**config.mk**
```make
export PLATFORM = sky130hd
export DESIGN_NAME = stream_demux_1to2
export DESIGN_NICKNAME = d
export VERILOG_FILES = /design/src/rtl/stream_demux_1to2.sv
export SDC_FILE = /design/constraint.sdc
export NUM_CORES = 1
export LEC_CHECK = 0
export ABC_AREA = 0
export CELL_PAD_IN_SITES_DETAIL_PLACEMENT = 1
export CELL_PAD_IN_SITES_GLOBAL_PLACEMENT = 1
export CORE_MARGIN = 3
export CORE_UTILIZATION = 30
export DETAILED_ROUTE_END_ITERATION = 7
export DONT_BUFFER_PORTS = 1
export GPL_TIMING_DRIVEN = 0
export PLACE_DENSITY_LB_ADDON = 0.3
export SYNTH_ARGS = -nofsm -noshare
export SYNTH_HDL_FRONTEND = slang
export SYNTH_SLANG_ARGS = --single-unit
```
**constraint.sdc**
```tcl
create_clock -name clk_i -period 2.8 [get_ports clk_i]
set_clock_uncertainty 0.05 [all_clocks]
set_input_delay 0.84 -clock clk_i [delete_from_list [all_inputs] [get_ports clk_i]]
set_output_delay 0.84 -clock clk_i [all_outputs]
set_load 0.05 [all_outputs]
```
**src/rtl/stream_demux_1to2.sv**
```systemverilog
// stream_demux_1to2: routes one stream into two independent FIFO legs; DEMUX_CNT_EN adds per-leg handshake counters.
module stream_demux_1to2 #(
    parameter int DATA_W = 8,
    parameter int DEPTH  = 2
) (
    input  logic              clk_i,
    input  logic              rst_i,
    input  logic [DATA_W-1:0] in_data_i,
    input  logic              in_sel_i,
    input  logic              in_valid_i,
    output logic              in_ready_o,
    output logic              a_valid_o,
    output logic              b_valid_o,
    input  logic              a_ready_i,
    input  logic              b_ready_i,
    output logic [DATA_W-1:0] a_data_o,
`ifdef DEMUX_CNT_EN
    output logic [15:0]       a_cnt_o,
    output logic [15:0]       b_cnt_o,
    output logic [DATA_W-1:0] b_data_o
`else
    output logic [DATA_W-1:0] b_data_o
`endif
);
    localparam int PW = $clog2(DEPTH);
    localparam int CW = $clog2(DEPTH + 1);

    logic [1:0]             full, vld, push, rdy;
    logic [1:0][DATA_W-1:0] dat;

    assign rdy        = {b_ready_i, a_ready_i};
    assign in_ready_o = !rst_i && !(in_sel_i ? full[1] : full[0]);
    assign a_valid_o  = vld[0];
    assign b_valid_o  = vld[1];
    assign a_data_o   = dat[0];
    assign b_data_o   = dat[1];

    for (genvar g = 0; g < 2; g++) begin : g_leg
        logic [DATA_W-1:0] mem_q [DEPTH];
        logic [PW-1:0]     wr_q, rd_q;
        logic [CW-1:0]     cnt_q;
        logic              pop;
        assign push[g] = in_valid_i && in_ready_o && (in_sel_i == 1'(g));
        assign pop     = vld[g] && rdy[g];
        assign full[g] = cnt_q == CW'(DEPTH);
        assign vld[g]  = cnt_q != '0;
        // Empty legs present zeros even though stale words remain in storage.
        assign dat[g]  = vld[g] ? mem_q[rd_q] : '0;
        always_ff @(posedge clk_i) begin
            if (rst_i) begin
                wr_q  <= '0;
                rd_q  <= '0;
                cnt_q <= '0;
                for (int i = 0; i < DEPTH; i++) mem_q[i] <= '0;
            end else begin
                if (push[g]) begin
                    mem_q[wr_q] <= in_data_i;
                    wr_q        <= (wr_q == PW'(DEPTH - 1)) ? '0 : wr_q + 1'b1;
                end
                if (pop) rd_q <= (rd_q == PW'(DEPTH - 1)) ? '0 : rd_q + 1'b1;
                cnt_q <= cnt_q + CW'(push[g]) - CW'(pop);
            end
        end
    end

`ifdef DEMUX_CNT_EN
    always_ff @(posedge clk_i) begin
        if (rst_i) begin
            a_cnt_o <= '0;
            b_cnt_o <= '0;
        end else begin
            a_cnt_o <= a_cnt_o + 16'(push[0]);
            b_cnt_o <= b_cnt_o + 16'(push[1]);
        end
    end
`endif
endmodule

```
After elaboration in Yosys (flattened, before gate mapping)
Memory sizes are Yosys's and may differ from the RTL's. A register that Yosys moved wholly into a read port is not among the register bits. Cells that the tools add are included.

$add $sub $neg: 8. Equal/unequal tests: 2. Multiplexer cells: 25. Bitwise logic cells: 1. Reductions and logical operators: 12.

Operators with widths (count): two-way mux 8 bit (4); two-way mux 1 bit (21); OR reduction 8 bit (2); logical AND 1 bit (6); adder 1 bit (second input constant) (4); adder 2 x 1 -> 2 bit (2); == test 2 bit (second input constant) (2); nonzero test 2 bit (2); subtractor 2 x 1 -> 2 bit (2); logical NOT 1 bit (2); inverter 1 bit (1).

Register bits after elaboration: 8. Memory bits (writable): 32. Input port bits: 14. Output and inout port bits: 19. Logic and storage cells: 56. Memories kept: 2.

Memories: g_leg[0].mem_q (depth 2, width 8, read ports 1, clocked after Yosys merged registers in 1, write ports 2, RTL line 39) `logic [DATA_W-1:0] mem_q [DEPTH];`; g_leg[1].mem_q (depth 2, width 8, read ports 1, clocked after Yosys merged registers in 1, write ports 2, RTL line 39).

Depth between registers and ports, before layout
Gate-level depths: netlist (run 1).

Depth in word-level cells: 11. Depth in mapped cells: 8. Mapped depth without buffers: 8.

Worst setup path after synthesis (run 1)
No wires, ideal clock.

Path kind: in2out. From: input rst_i. To: output in_ready_o. Arrival: 2278 ps. Data required time: 1910 ps. Setup slack: -368 ps. Cell stages on the path: 2. Path buffers: 1. Path through: clkbuf_1 > a311oi_1.

Longest elaborated chain between the ends: 2.

RTL lines: start, declared (RTL line 7) `input logic rst_i,`; logical NOT 1 bit (RTL line 32) `assign in_ready_o = !rst_i && !(in_sel_i ? full[1] : full[0]);`; logical AND 1 bit (RTL line 32); end, declared (RTL line 11) `output logic in_ready_o,`.

No other way between the ends.

Worst setup path in the final report (run 1)
From: register g_leg[1].cnt_q[1]. To: output b_data_o[0].

Longest elaborated chain between the ends: 2.

RTL lines: start, declared (RTL line 41) `logic [CW-1:0] cnt_q;`; start signal, assigned (RTL line 61) `cnt_q <= cnt_q + CW'(push[g]) - CW'(pop);`; nonzero test 2 bit (RTL line 46) `assign vld[g] = cnt_q != '0;`; two-way mux 8 bit (RTL line 48) `assign dat[g] = vld[g] ? mem_q[rd_q] : '0;`; end, declared (RTL line 22) `output logic [DATA_W-1:0] b_data_o`.

No other way between the ends.

==> run summary, run 1 <==
Hold EP -> g_leg[0].rd_q
Pre-CTS setup slack -> -0.00227 ns
Number of synthesized register bits -> 42
Reg-to-reg slack, setup -> 1.01 ns
Most frequent cells in the layout -> nor2_1, edfxtp_1, mux2i_1, dfxtp_1
Synthesized Nets -> 196
Ports placed on the boundary -> 33
Actual transition at the worst max-transition pin -> 0.901 ns
Post-synth ARST share -> 0%
Crit share post-route -> 93.2%
Number of nets in the layout -> 203
Critical path's slowest cell -> nor2_1
Number of antenna violations at the first check in global routing -> 0
R2r endpoint -> g_leg[1].mem_q[0][0]
Placer Congestion -> 0.696
TritonCTS clock tree -> yes
Cell variety after synth -> 34
Vias in the first global route -> 1,291
DRC errors left -> 0
Number of enable-type register cells in the synthesized netlist -> 32
Dominant delay contributor by cell family on the critical path -> simple AND/OR/NAND/NOR gates
Main flop type after synthesis -> edfxtp_1
Data arrival time of the critical path -> 1.72 ns
Yosys warnings -> 0
Area of the die -> 7540 µm²
Layout cells sized above 1 -> 12.3%
Register area share after synthesis -> 59.3%
Endpoint required time on the critical path -> 1.91 ns
Crit-path cells -> nor2_1, nor2_1
TritonCTS Buffers -> 5
Clock slew seen by the registers of the worst setup and hold paths -> 0.08 ns
R2R Path Start -> g_leg[1].cnt_q[0]
Sum of routed wire length over all layers -> 4100 µm
Hold Violations, Final -> 0
Vias/cell -> 4.91
Pin count of the biggest net entering global routing -> 15
Die outline height -> 86.8 µm
H-tree level count -> 2
Overall overflow remaining after global route -> 0
Number of maximum-capacitance violations -> 0
Global-route wire length before repair -> 6610 µm
Iteration count of the initial detailed-routing pass -> 4
Max-slew violation total from the final report -> 0
Pwr/cell area -> 957 nW/µm²
Syn avg cell area -> 10.9 µm²
Critical Path Sink Type -> primary output
Clock Tree Root -> clkbuf_8
Min-Delay Path Class -> flip-flop to flip-flop
Max-slew headroom at the worst pin -> 39.7%
Synth Instances -> 179
Total routing resource utilization after global routing -> 11.6%
Initial Utilization -> 32.0%
Antenna Diode Count -> 0
Finish-stage setup viols -> 0
Most repeated library cell on the critical path -> nor2_1
Utilization of the core after routing -> 35.2%
Wire length per cell -> 15.7 µm
Buffer and inverter count on the worst path -> 0
Delay of the slowest critical-path stage -> 0.74 ns
Result of the run -> finished clean
P_leak -> 0.810 nW
Cell area after synthesis -> 1960 µm²
Hold Path Stages -> 2
Hold_sp -> g_leg[0].rd_q
Category of the most critical setup path -> flip-flop to primary output
Clk Latency, worst-skew pair -> 0.29 ns
Number of nets with antenna violations after detailed routing -> 0
Maximum root-to-sink buffer count -> 2
Syn-to-layout area delta -> 10.3%
Filler cells -> 707
HPWL reported at the end of detailed placement -> 3020 µm
Final critical-path setup slack -> 0.191 ns
Buffers added on ports -> 0
Maximum operating frequency -> 383 MHz
Die X -> 86.8 µm
Crit start category -> flip-flop
Critical Path Fanout Max -> 9
Leading cell type in the layout, fill and taps excluded -> nor2_1
Via count of the routed design -> 1,286
Setup repair after global routing missed its margin -> no
Site Rows -> 28
Worst voltage drop across the vdd grid -> 0.313 mV
Post-route minimum period -> 2.61 ns
FF-to-FF path depth -> 3
Initial DRC count -> 21
Core area -> 6130 µm²
TritonCTS Sinks -> 42
## synthesized netlist by cell type (3+ instances only)
| cell | n | area (µm²) |
|---|---|---|
| inv_1 | 8 | 30.0 |
| nor2b_1 | 4 | 25.0 |
| xor2_1 | 4 | 35.0 |
| nor3_1 | 3 | 15.0 |
| nor2_1 | 59 | 221 |
| mux2i_1 | 16 | 160 |
| ha_1 | 3 | 37.5 |
| nand2_1 | 8 | 30.0 |
| nand2b_1 | 3 | 18.8 |
| edfxtp_1 | 32 | 961 |
| dfxtp_1 | 10 | 200 |
| buf_2 | 5 | 25.0 |
## layout make-up
type,instances,area (µm²),area share (%)
clock buffer,5,68.8,3.18
inverter,8,30.0,1.39
multi-input combinational,121,738,34.2
tap,75,93.8,4.34
clock inverter,3,21.3,0.984
buffer,8,47.5,2.20
sequential,42,1160,53.7
## sequential cells by signal, indices dropped and copies added, names as in the netlist, named ones only
name         flops
g_leg.mem_q     32
g_leg.wr_q       2
g_leg.rd_q       2
g_leg.cnt_q      4
## power by group
part	total, mW	internal [mW]	switching (mW)
combinational	0.845	0.196	0.649
clock	0.393	0.175	0.218
sequential	0.831	0.772	0.0584
## worst reg2reg max path: cells and delay by family (launching register included)
| family | cells | cell delay [ns] |
|---|---|---|
| compound gates | 1 | 0.67 |
| simple gates | 2 | 0.33 |
| flops | 1 | 0.37 |
## what timing repair did
action                                  CTS  global route
buffers inserted                          0             0
endpoints found under the setup margin    1             0
hold buffers                              0             0
gates resized for setup                   1             0
## through the flow
| stage | power [mW] | area, µm² | hold WS, ns | TNS (ns) | instances |
|---|---|---|---|---|---|
| 2_1_floorplan | 1.57 | 1970 | 0.422 | 0 | 179 |
| 3_3_place_gp | 1.69 | 2060 | 0.438 | 0 | 254 |
| 3_5_place_dp | 1.70 | 2060 | 0.454 | -0.00227 | 254 |
| 4_1_cts | 2.10 | 2160 | 0.474 | 0 | 262 |
| 5_1_grt | 2.20 | 2160 | 0.501 | 0 | 262 |
| 6_report | 2.07 | 2160 | 0.466 | 0 | 262 |
## cell families after synthesis
family / share of synthesized area, %
XOR/XNOR: 1.79
adder cells (fa/ha/maj): 1.92
buffers and inverters: 3.96
flip-flops: 59.3
AND/OR/NAND/NOR: 20.8
AO/OA/AOI/OAI: 3.58
multiplexers: 8.75
## worst max-delay path by stage
stage          slack, ns     endpoint               from  cells past startpoint
3_3_place_gp      0.0006   in_ready_o              rst_i                      2
3_5_place_dp      -0.002   in_ready_o              rst_i                      2
4_1_cts             0.15  b_data_o[0]  g_leg[1].cnt_q[1]                      2
6_report            0.19  b_data_o[0]  g_leg[1].cnt_q[1]                      2
5_1_grt             0.08  b_data_o[7]  g_leg[1].cnt_q[1]                      2
2_1_floorplan        0.1   in_ready_o              rst_i                      2
## routing by layer
layer,GRT usage [%],routed length (µm),vias up
met5,0,0,-
met4,3.82,53,0
met3,3.71,256,7
met2,18.7,1910,30
met1,14.7,1880,629
li1,-,-,620
Note: power is estimated with default switching activity, not from simulation.
==> run 2: changes to the inputs <==
- SLEW_MARGIN: not set -> 20
==> results of run 2 <==
Final layout, timing and power as in run 1 (identical DEF).
